## src/rtl/ysyx_22040759_lsu_axi_pkg.sv

```systemverilog
// Shared definitions for the LSU: func3 codes, FSM states, AXI resp/size/burst encodings.
// Combinational helpers only; no latency, no backpressure.
// Imported by the LSU top and its alignment sub-module.
package ysyx_22040759_lsu_axi_pkg;

    localparam logic [2:0] F3_LB  = 3'b000;
    localparam logic [2:0] F3_LH  = 3'b001;
    localparam logic [2:0] F3_LW  = 3'b010;
    localparam logic [2:0] F3_LD  = 3'b011;
    localparam logic [2:0] F3_LBU = 3'b100;
    localparam logic [2:0] F3_LHU = 3'b101;
    localparam logic [2:0] F3_LWU = 3'b110;

    localparam logic [2:0] F3_SB  = 3'b000;
    localparam logic [2:0] F3_SH  = 3'b001;
    localparam logic [2:0] F3_SW  = 3'b010;
    localparam logic [2:0] F3_SD  = 3'b011;

    localparam logic [1:0] RESP_OKAY   = 2'b00;
    localparam logic [1:0] RESP_SLVERR = 2'b10;

    localparam logic [2:0] SIZE_1B = 3'b000;
    localparam logic [2:0] SIZE_2B = 3'b001;
    localparam logic [2:0] SIZE_4B = 3'b010;
    localparam logic [2:0] SIZE_8B = 3'b011;

    localparam logic [1:0] BURST_INCR = 2'b01;

    typedef enum logic [2:0] {
        ST_IDLE  = 3'd0,
        ST_RADDR = 3'd1,
        ST_RDATA = 3'd2,
        ST_WREQ  = 3'd3,
        ST_WRESP = 3'd4
    } lsu_state_e;

    // Request fields captured at acceptance and held for the whole transaction.
    typedef struct packed {
        logic [2:0]  func3;
        logic [63:0] wdata;
        logic [7:0]  wstrb;
    } lsu_req_t;

    function automatic logic [2:0] size_of(input logic [2:0] func3);
        case (func3[1:0])
            2'b00:   return SIZE_1B;
            2'b01:   return SIZE_2B;
            2'b10:   return SIZE_4B;
            default: return SIZE_8B;
        endcase
    endfunction

    function automatic logic resp_is_err(input logic [1:0] resp);
        return (resp & RESP_SLVERR) != RESP_OKAY;
    endfunction

    function automatic logic misaligned(input logic [2:0] func3, input logic [2:0] off);
        case (func3[1:0])
            2'b00:   return 1'b0;
            2'b01:   return off[0];
            2'b10:   return |off[1:0];
            default: return |off;
        endcase
    endfunction

endpackage

```

## src/rtl/ysyx_22040759_lsu_align.sv

```systemverilog
// Lane alignment: store strobe/data shift and load shift/extend keyed by func3 and byte offset.
// Purely combinational, zero latency.
// No backpressure; bytes shifted past lane 7 fall off the top.
module ysyx_22040759_lsu_align
    import ysyx_22040759_lsu_axi_pkg::*;
(
    input  logic [2:0]  func3,
    input  logic [2:0]  off,
    input  logic [63:0] st_data,
    input  logic [63:0] ld_data,
    output logic [7:0]  wstrb,
    output logic [63:0] wdata,
    output logic [63:0] rdata
);

    logic [5:0]  sh;
    logic [63:0] ld_sh;

    assign sh = {off, 3'b000};

    always_comb begin
        wdata = st_data << sh;
        ld_sh = ld_data >> sh;

        case (func3)
            F3_SB:   wstrb = 8'h01 << off;
            F3_SH:   wstrb = 8'h03 << off;
            F3_SW:   wstrb = 8'h0F << off;
            default: wstrb = 8'hFF;
        endcase

        case (func3)
            F3_LB:   rdata = {{56{ld_sh[7]}},  ld_sh[7:0]};
            F3_LH:   rdata = {{48{ld_sh[15]}}, ld_sh[15:0]};
            F3_LW:   rdata = {{32{ld_sh[31]}}, ld_sh[31:0]};
            F3_LD:   rdata = ld_sh;
            F3_LBU:  rdata = {56'd0, ld_sh[7:0]};
            F3_LHU:  rdata = {48'd0, ld_sh[15:0]};
            F3_LWU:  rdata = {32'd0, ld_sh[31:0]};
            default: rdata = 64'd0;
        endcase
    end

endmodule

```

## src/rtl/ysyx_22040759_lsu_axi.sv

```systemverilog
// LSU AXI4 master: one single-beat read or write per MEM-stage request; YSYX_22040759_MISALIGN_CHECK_EN adds misalignment trapping.
// Latency: 3 cycles request-to-done with a zero-wait slave; misaligned trap completes next cycle.
// Backpressure: lsu_stall holds the pipeline until the bus responds; AXI valids hold until their handshake.
module ysyx_22040759_lsu_axi
    import ysyx_22040759_lsu_axi_pkg::*;
#(
    parameter int ADDR_W = 64,
    parameter int DATA_W = 64
) (
    input  logic              clk,
    input  logic              rst,
    input  logic              lsu_req_valid,
    input  logic              lsu_req_wen,
    input  logic [2:0]        lsu_func3,
    input  logic [ADDR_W-1:0] lsu_addr,
    input  logic [DATA_W-1:0] lsu_wdata,
    output logic              lsu_stall,
    output logic              lsu_done,
    output logic [DATA_W-1:0] lsu_rdata,
    output logic              lsu_err,
    output logic [ADDR_W-1:0] araddr,
    output logic              arvalid,
    input  logic              arready,
    output logic [2:0]        arsize,
    output logic [7:0]        arlen,
    output logic [1:0]        arburst,
    output logic [3:0]        arid,
    input  logic [DATA_W-1:0] rdata,
    input  logic [1:0]        rresp,
    input  logic              rvalid,
    output logic              rready,
    input  logic              rlast,
    output logic [ADDR_W-1:0] awaddr,
    output logic              awvalid,
    input  logic              awready,
    output logic [2:0]        awsize,
    output logic [7:0]        awlen,
    output logic [1:0]        awburst,
    output logic [3:0]        awid,
    output logic [DATA_W-1:0] wdata,
    output logic [7:0]        wstrb,
    output logic              wvalid,
    input  logic              wready,
    output logic              wlast,
    input  logic [1:0]        bresp,
    input  logic              bvalid,
    output logic              bready
);

    lsu_state_e        state, state_nxt;
    lsu_req_t          req;
    logic [ADDR_W-1:0] req_addr;
    logic              aw_done, w_done;
    logic              accept, misalign;
    logic [2:0]        aln_func3, aln_off;
    logic [7:0]        aln_wstrb;
    logic [63:0]       aln_wdata, aln_rdata;
    logic              unused_rlast;

    assign unused_rlast = rlast;

    // The done cycle still sees the completed request on the inputs; it must not be re-accepted.
    assign accept    = (state == ST_IDLE) && lsu_req_valid && !lsu_done;
    assign lsu_stall = accept || (state != ST_IDLE);

`ifdef YSYX_22040759_MISALIGN_CHECK_EN
    assign misalign = misaligned(lsu_func3, lsu_addr[2:0]);
`else
    assign misalign = 1'b0;
`endif

    // Live request fields feed the store path in IDLE; latched ones feed the load path later.
    assign aln_func3 = (state == ST_IDLE) ? lsu_func3     : req.func3;
    assign aln_off   = (state == ST_IDLE) ? lsu_addr[2:0] : req_addr[2:0];

    ysyx_22040759_lsu_align u_align (
        .func3   (aln_func3),
        .off     (aln_off),
        .st_data (lsu_wdata),
        .ld_data (rdata),
        .wstrb   (aln_wstrb),
        .wdata   (aln_wdata),
        .rdata   (aln_rdata)
    );

    always_ff @(posedge clk) begin
        if (rst) state <= ST_IDLE;
        else     state <= state_nxt;
    end

    always_comb begin
        state_nxt = state;
        case (state)
            ST_IDLE: begin
                if (accept && !misalign)
                    state_nxt = lsu_req_wen ? ST_WREQ : ST_RADDR;
            end
            ST_RADDR: if (arready) state_nxt = ST_RDATA;
            ST_RDATA: if (rvalid)  state_nxt = ST_IDLE;
            ST_WREQ: begin
                if ((aw_done || awready) && (w_done || wready))
                    state_nxt = ST_WRESP;
            end
            ST_WRESP: if (bvalid) state_nxt = ST_IDLE;
            default:  state_nxt = ST_IDLE;
        endcase
    end

    always_comb begin
        arvalid = 1'b0;
        rready  = 1'b0;
        awvalid = 1'b0;
        wvalid  = 1'b0;
        bready  = 1'b0;
        case (state)
            ST_RADDR: arvalid = 1'b1;
            ST_RDATA: rready  = 1'b1;
            ST_WREQ: begin
                awvalid = !aw_done;
                wvalid  = !w_done;
            end
            ST_WRESP: bready = 1'b1;
            default: ;
        endcase
        wlast = wvalid;
    end

    assign araddr  = req_addr;
    assign awaddr  = req_addr;
    assign arsize  = size_of(req.func3);
    assign awsize  = size_of(req.func3);
    assign arlen   = 8'd0;
    assign awlen   = 8'd0;
    assign arburst = BURST_INCR;
    assign awburst = BURST_INCR;
    assign arid    = 4'd0;
    assign awid    = 4'd0;
    assign wdata   = req.wdata;
    assign wstrb   = req.wstrb;

    always_ff @(posedge clk) begin
        if (rst) begin
            req       <= '0;
            req_addr  <= '0;
            aw_done   <= 1'b0;
            w_done    <= 1'b0;
            lsu_done  <= 1'b0;
            lsu_rdata <= '0;
            lsu_err   <= 1'b0;
        end else begin
            lsu_done <= 1'b0;
            if (accept) begin
                req_addr  <= lsu_addr;
                req.func3 <= lsu_func3;
                req.wdata <= aln_wdata;
                req.wstrb <= aln_wstrb;
                aw_done   <= 1'b0;
                w_done    <= 1'b0;
                if (misalign) begin
                    lsu_done  <= 1'b1;
                    lsu_err   <= 1'b1;
                    lsu_rdata <= '0;
                end
            end
            if (state == ST_WREQ) begin
                if (awvalid && awready) aw_done <= 1'b1;
                if (wvalid && wready)   w_done  <= 1'b1;
            end
            if (state == ST_RDATA && rvalid) begin
                lsu_done  <= 1'b1;
                lsu_rdata <= aln_rdata;
                lsu_err   <= resp_is_err(rresp);
            end
            if (state == ST_WRESP && bvalid) begin
                lsu_done  <= 1'b1;
                lsu_rdata <= '0;
                lsu_err   <= resp_is_err(bresp);
            end
        end
    end

endmodule

```

## config.mk

```make
export PLATFORM = sky130hd
export DESIGN_NAME = ysyx_22040759_lsu_axi
export DESIGN_NICKNAME = d
export VERILOG_FILES = /design/src/rtl/ysyx_22040759_lsu_axi_pkg.sv /design/src/rtl/ysyx_22040759_lsu_align.sv /design/src/rtl/ysyx_22040759_lsu_axi.sv
export SDC_FILE = /design/constraint.sdc
export NUM_CORES = 1
export LEC_CHECK = 0
export BUFFER_PORTS_ARGS = -buffer_cell sky130_fd_sc_hd__buf_2
export CORE_MARGIN = 10
export CORE_UTILIZATION = 25
export DETAILED_ROUTE_END_ITERATION = 10
export GPL_TIMING_DRIVEN = 1
export PLACE_DENSITY = 0.46
export SLEW_MARGIN = 20
export SYNTH_ARGS = -nofsm -noshare
export SYNTH_HDL_FRONTEND = slang
export SYNTH_SLANG_ARGS = --single-unit
```

## constraint.sdc

```tcl
create_clock -name clk -period 3.1 [get_ports clk]
set_input_delay 0.465 -clock clk [delete_from_list [all_inputs] [get_ports clk]]
set_output_delay 0.465 -clock clk [all_outputs]
set_load 0.01 [all_outputs]
```

==> impl_metrics.yaml, run 1 <==
yosys:
  synth_area_leaders: "dfxtp_1 33%, buf_4 10%, mux2i_1 9.0%"
  yosysSeqAreaShare: 0.327
  ys_seq_elements: 210
  synthMuxAreaShare: 0.140
  synth_ff_type: "dfxtp_1"
  netlist_area_um2: 12900
  synthSimpleGateAreaFrac: 0.160
  synth.most_common_cell: "nand2_1"
  synth_cell_type_count: 59
  synth_top_family_by_area: "compound AO/OA/AOI/OAI gates"
  synthCells: 1563
  synth-edff-count: 0
  yosysWarningCount: 0
  yosysTopAreaCell: "dfxtp_1"
  synth_area_per_cell_um2: 8.22
  yosysTopAreaCellShare: 0.327
  yosys.area_share.xor_xnor: 0.00136
  synth_fa_ha_area_frac: 0
  synth_common_cells: "305 x nand2_1, 210 x dfxtp_1, 177 x buf_4"
  postSynth.asyncResetShare: 0
  synth_compound_area_frac: 0.225
global_route:
  grt_pass1_vias: 12600
  grt_max_degree: 87
  grt_overflow: 0
  track_usage: 0.186
  antenna_found_initial: 19
  grt_pass1_wl_um: 86000
route:
  wl_met3_um: 6410
  firstDrtPassIters: 7
  drc: 0
  route.met2.wl_um: 28100
  wl_per_cell_um: 23.2
  top_layer: "met5"
  via_count: 12800
  wl_met1_um: 23700
  finalWirelength_um: 60300
  ant_nets: 0
  drt_iter0_drc: 744
  vias_per_cell: 4.92
placed_design:
  port_buffers: 482
  dpl.cell_count: 2545
  dp_hpwl_um: 47600
  place_area_um2: 15200
  place_congestion: 0.873
sta:
  fin_crit_ps: 2840
  relSlewSlack: 0.325
  finalMaxSlewViolations: 0
  hold_viol: 0
  rsz0062_at_grt: "no"
  fin_crit_sh: 0.916
  worst_pin_slew_ps: 1010
  max_freq_ghz: 0.352
  fin_setup_tns_ps: 0
  setup_viol: 0
  fin_skew_ps: 6.70
min_path:
  hp-class: "input pin to flip-flop"
  min_from: "lsu_addr[27]"
  holdPathEnd: "araddr[27]"
  hold_depth: 3
cts:
  numCtsBuffers: 28
  clock_path_buffers: 3
  clk_pin_slew_ps: 60
  clock_latency_ps: 560
  post_cts.repair.setup_buffers: 0
  cts_resized: 0
  cts_htree_levels: 1
  root_buffer: "clkbuf_16"
  ctsHoldBuffers: 0
  cts.sinks: 210
  tritoncts: "built"
setup_path:
  crit_family: "compound AO/OA/AOI/OAI gates"
  timing.rr.start: "state[2]"
  setup.worst_path.start_class: "flip-flop"
  critPathCaptureType: "flip-flop"
  rr_endpoint: "lsu_rdata[9]"
  r2r_cells: 8
  crit_path_max_incr_delay_ps: 490
  crit_path_cell_trace: "nor3_4 > buf_12 > mux2i_2 > buf_4 > nor3_1 > a21oi_2 > o2111ai_1 > a221oi_1"
  arrival_ps: 3300
  path_buf_inv: 2
  cp_slowest_cell: "a21oi_2"
  crit_type: "flip-flop to flip-flop"
  path_max_fanout: 20
  worstPathRequired_ps: 3560
  r2r_slack_ps: 260
cells_and_area:
  finalNetCount: 2104
  drive_above_1_share: 0.365
  final_cells: 2602
  syn_to_final_growth_pct: 25.1
  utilization: 0.315
  design_area_um2: 16100
power_and_ir_drop:
  powerDensity_nw_per_um2: 983
  p_leak_nw: 7.22
  vdd_drop_max_uv: 497
die:
  num_io_pins: 516
  core_area_um2: 51100
  initial_utilization: 0.252
  die_y_um: 247
  dieArea_um2: 60900
  die_x_um: 247
  fp-row-count: 83
run_status:
  outcome: "completed"
run:
  maxCapViolations: 0
[report_power, final]
group          switching, mW  internal, mW
Combinational           5.66          3.33
Sequential             0.396          3.26
Clock                   1.28          1.87
[how the worst max path moves through the flow]
stage / start / end / depth (start not counted)
4_1_cts: state[2] / lsu_rdata[9] / 8
5_1_grt: state[2] / lsu_rdata[9] / 8
6_report: state[2] / lsu_rdata[9] / 8
2_1_floorplan: state[1] / lsu_rdata[40] / 9
3_5_place_dp: state[2] / lsu_rdata[9] / 8
3_3_place_gp: state[2] / lsu_rdata[32] / 7
[final cells by class]
cell class | count | area [um^2]
fill | 5574 | 35000
timing repair buffer | 569 | 3210
tap | 680 | 851
sequential | 210 | 4200
multi-input combinational | 1084 | 6900
antenna | 6 | 15.0
clock inverter | 12 | 87.6
clock buffer | 39 | 803
inverter | 2 | 7.51
[state kept, by name (all words and copies together) (netlist names)]
signal	cells
araddr	64
lsu_rdata	64
wdata	64
wstrb	8
req	3
state	3
aw_done	1
lsu_done	1
lsu_err	1
w_done	1
[worst min-delay path, stage by stage]
cell and delay, ps:
buf_2 90, nand2_1 40, a21oi_1 50
[cell families (layout without fill, tap and decap cells)]
kind of cell	after synthesis	after routing
xor+xnor	2	2
simple gates	499	499
mux	147	147
buf+inv	297	622
other cells	2	36
flops	210	210
compound gates	406	406
[through the flow]
stage                     setup WS (ps)  hold WS [ps]  power, mW
after global routing               46.8           117       16.8
final                               260           139       15.8
after CTS                           272          96.3       16.0
after floorplan                     668           432       9.70
after detailed placement            314           447       12.8
after global placement              364           440       12.7
[placed cells by master, fill, tap and decap left out, types with 7 or more instances in the layout]
master / n
a221oi_2: 30
nand2b_1: 8
o22ai_1: 22
a311oi_1: 16
buf_12: 11
mux4_2: 19
buf_2: 481
conb_1: 30
o2111ai_1: 7
buf_4: 77
a21boi_0: 29
a32oi_1: 8
clkinv_2: 10
a211oi_1: 11
dfxtp_1: 210
a22oi_1: 36
nand3_1: 21
mux2i_1: 115
nor2_1: 110
nand2_1: 305
o21a_1: 10
o21ai_0: 52
a21oi_1: 141
clkbuf_16: 29
nor3_1: 29
a221oi_1: 15
[per-layer routing]
layer,GRT usage,vias to the layer above
met4,0.0590,26
met5,0,-
met1,0.215,6116
met2,0.308,530
li1,-,6034
met3,0.0752,101
No activity file was read; power rests on OpenSTA's default activity.
==> run 2, diff against run 1 <==
==> constraint.sdc (replaced) <==
create_clock -name clk -period 3.1 [get_ports clk]
set_input_delay 0.31 -clock clk [delete_from_list [all_inputs] [get_ports clk]]
set_output_delay 0.31 -clock clk [all_outputs]
set_load 0.01 [all_outputs]
==> run 2 against run 1 <==
Net effect: global-route usage is 0.32 points higher; first-iteration DRC count is 5.5% higher; via count rose by 1.2%; critical endpoint is now lsu_rdata[32]; largest cell class unchanged; largest power group unchanged.
==> impl_metrics.yaml, run 2 (same netlist as run 1, synthesis figures left out) <==
run_status:
  outcome: "completed"
power_and_ir_drop:
  intPower_mw: 8.56
  pwr-share-comb: 0.570
  p_leak_nw: 7.44
  power.net_switching_mw: 7.37
  vdd_drop_max_uv: 519
  power.share.clock: 0.200
  power_switching_share: 0.463
  seqPwrFrac: 0.229
  powerDensity_nw_per_um2: 956
sta:
  fin_crit_ps: 2860
  rsz0062_at_grt: "no"
  fin_setup_tns_ps: 0
  finalMaxSlewViolations: 0
  fin_skew_ps: 8.71
  hold_slack_ps: 28.8
  max_freq_ghz: 0.350
  hold_viol: 0
  fin_crit_sh: 0.922
  worst_pin_slew_ps: 912
  relSlewSlack: 0.392
  setup_viol: 0
setup_path:
  path_buf_inv: 3
  critPathCaptureType: "flip-flop"
  crit_path_cell_trace: "nor3_4 > buf_4 > mux2i_4 > buf_12 > a31oi_1 > a2111oi_2 > a211oi_4 > buf_12 > a221oi_1"
  crit_family: "compound AO/OA/AOI/OAI gates"
  arrival_ps: 3320
  rr_endpoint: "lsu_rdata[32]"
  setup.worst_path.start_class: "flip-flop"
  r2r_slack_ps: 240
  crit_type: "flip-flop to flip-flop"
  startpoint: "state[2]"
  crit_path_max_incr_delay_ps: 430
  cp_common_cell: "buf_12"
  timing.rr.start: "state[2]"
  r2r_cells: 9
  cp_slowest_cell: "a2111oi_2"
  path_max_fanout: 33
  worstPathRequired_ps: 3560
route:
  vias_per_cell: 4.89
  via_count: 13000
  firstDrtPassIters: 5
  drc: 0
  ant_nets: 0
  drt_iter0_drc: 785
  wl_per_cell_um: 23.1
  finalWirelength_um: 61300
global_route:
  grt_pass1_vias: 12700
  grt_overflow: 0
  grt_pass1_wl_um: 88300
  antenna_found_initial: 18
  track_usage: 0.189
  grt_max_degree: 147
cts:
  clk_pin_slew_ps: 60
  cts_htree_levels: 1
  clock_path_buffers: 3
  cts.sinks: 210
  clock_latency_ps: 560
  tritoncts: "built"
  numCtsBuffers: 28
  root_buffer: "clkbuf_16"
min_path:
  min_from: "lsu_addr[35]"
  holdPathEnd: "araddr[35]"
  hold_depth: 3
  hp-class: "input pin to flip-flop"
run:
  maxCapViolations: 0
die:
  die_x_um: 247
  initial_utilization: 0.252
  core_area_um2: 51100
  dieArea_um2: 60900
  die_y_um: 247
  num_io_pins: 516
  fp-row-count: 83
cells_and_area:
  final_common_cell: "buf_2"
  design_area_um2: 16700
  final_cell_mix: "481 x buf_2, 305 x nand2_1, 210 x dfxtp_1"
  syn_to_final_growth_pct: 29.6
  utilization: 0.326
  drive_above_1_share: 0.352
  fillerInstances: 5426
  finalNetCount: 2157
placed_design:
  port_buffers: 482
  dp_hpwl_um: 47700
  place_congestion: 0.905
  place_area_um2: 15200
## run 2: area by class of cell
class / count / area (um^2) / area share
Multi-Input combinational cell: 1084 / 6900 / 0.414
Inverter: 2 / 7.51 / 0.000451
Antenna cell: 4 / 10.0 / 0.000601
Clock inverter: 8 / 76.3 / 0.00458
Tap cell: 680 / 851 / 0.0511
Timing Repair Buffer: 622 / 3790 / 0.227
Clock buffer: 42 / 825 / 0.0495
Sequential cell: 210 / 4200 / 0.252
## run 2: worst register-to-register path: stages, from the launching register on
cell and delay [ps]:
dfxtp_1 390, nor3_4 370, buf_4 260, mux2i_4 370, buf_12 220, a31oi_1 150
a2111oi_2 430, a211oi_4 70, buf_12 210, a221oi_1 300
## run 2: power groups by stage
stage | Sequential (mW) | Clock (mW) | Combinational, mW
4_1_cts | 3.67 | 3.30 | 9.13
3_3_place_gp | 3.69 | 0 | 9.01
2_1_floorplan | 3.70 | 0 | 6.00
3_5_place_dp | 3.72 | 0 | 9.05
6_report | 3.66 | 3.19 | 9.09
5_1_grt | 3.74 | 3.40 | 9.79
## run 2: worst max-delay path by stage
stage / slack, ps / end / depth (start not counted)
after CTS: 80 / lsu_rdata[57] / 8
after detailed placement: 120 / lsu_rdata[57] / 8
final: 240 / lsu_rdata[32] / 9
after global routing: 40 / wdata[57] / 9
after floorplan: 670 / lsu_rdata[40] / 9
after global placement: 210 / wdata[35] / 8
## run 2: through the flow
stage | instances | setup slack [ps] | total power, mW
floorplan | 1591 | 668 | 9.70
global placement | 2540 | 208 | 12.7
detailed placement | 2540 | 115 | 12.8
CTS | 2648 | 82.6 | 16.1
global route | 2650 | 35.9 | 16.9
finish | 2652 | 240 | 15.9
## run 2: routing by layer
layer | share of wire | track usage | vias to the layer above
li1 | - | - | 6135
met1 | 0.42 | 0.233 | 6195
met2 | 0.47 | 0.316 | 521
met3 | 0.090 | 0.0575 | 88
met4 | 0.023 | 0.0456 | 20
met5 | 0.0020 | 0 | -
## run 2: repair_timing
item | in CTS | in global routing
endpoints found under the setup margin | 0 | 11
buffers inserted | 0 | 0
hold buffers | 58 | 0
gates resized for setup | 0 | 1
hold endpoints to repair | 57 | 0
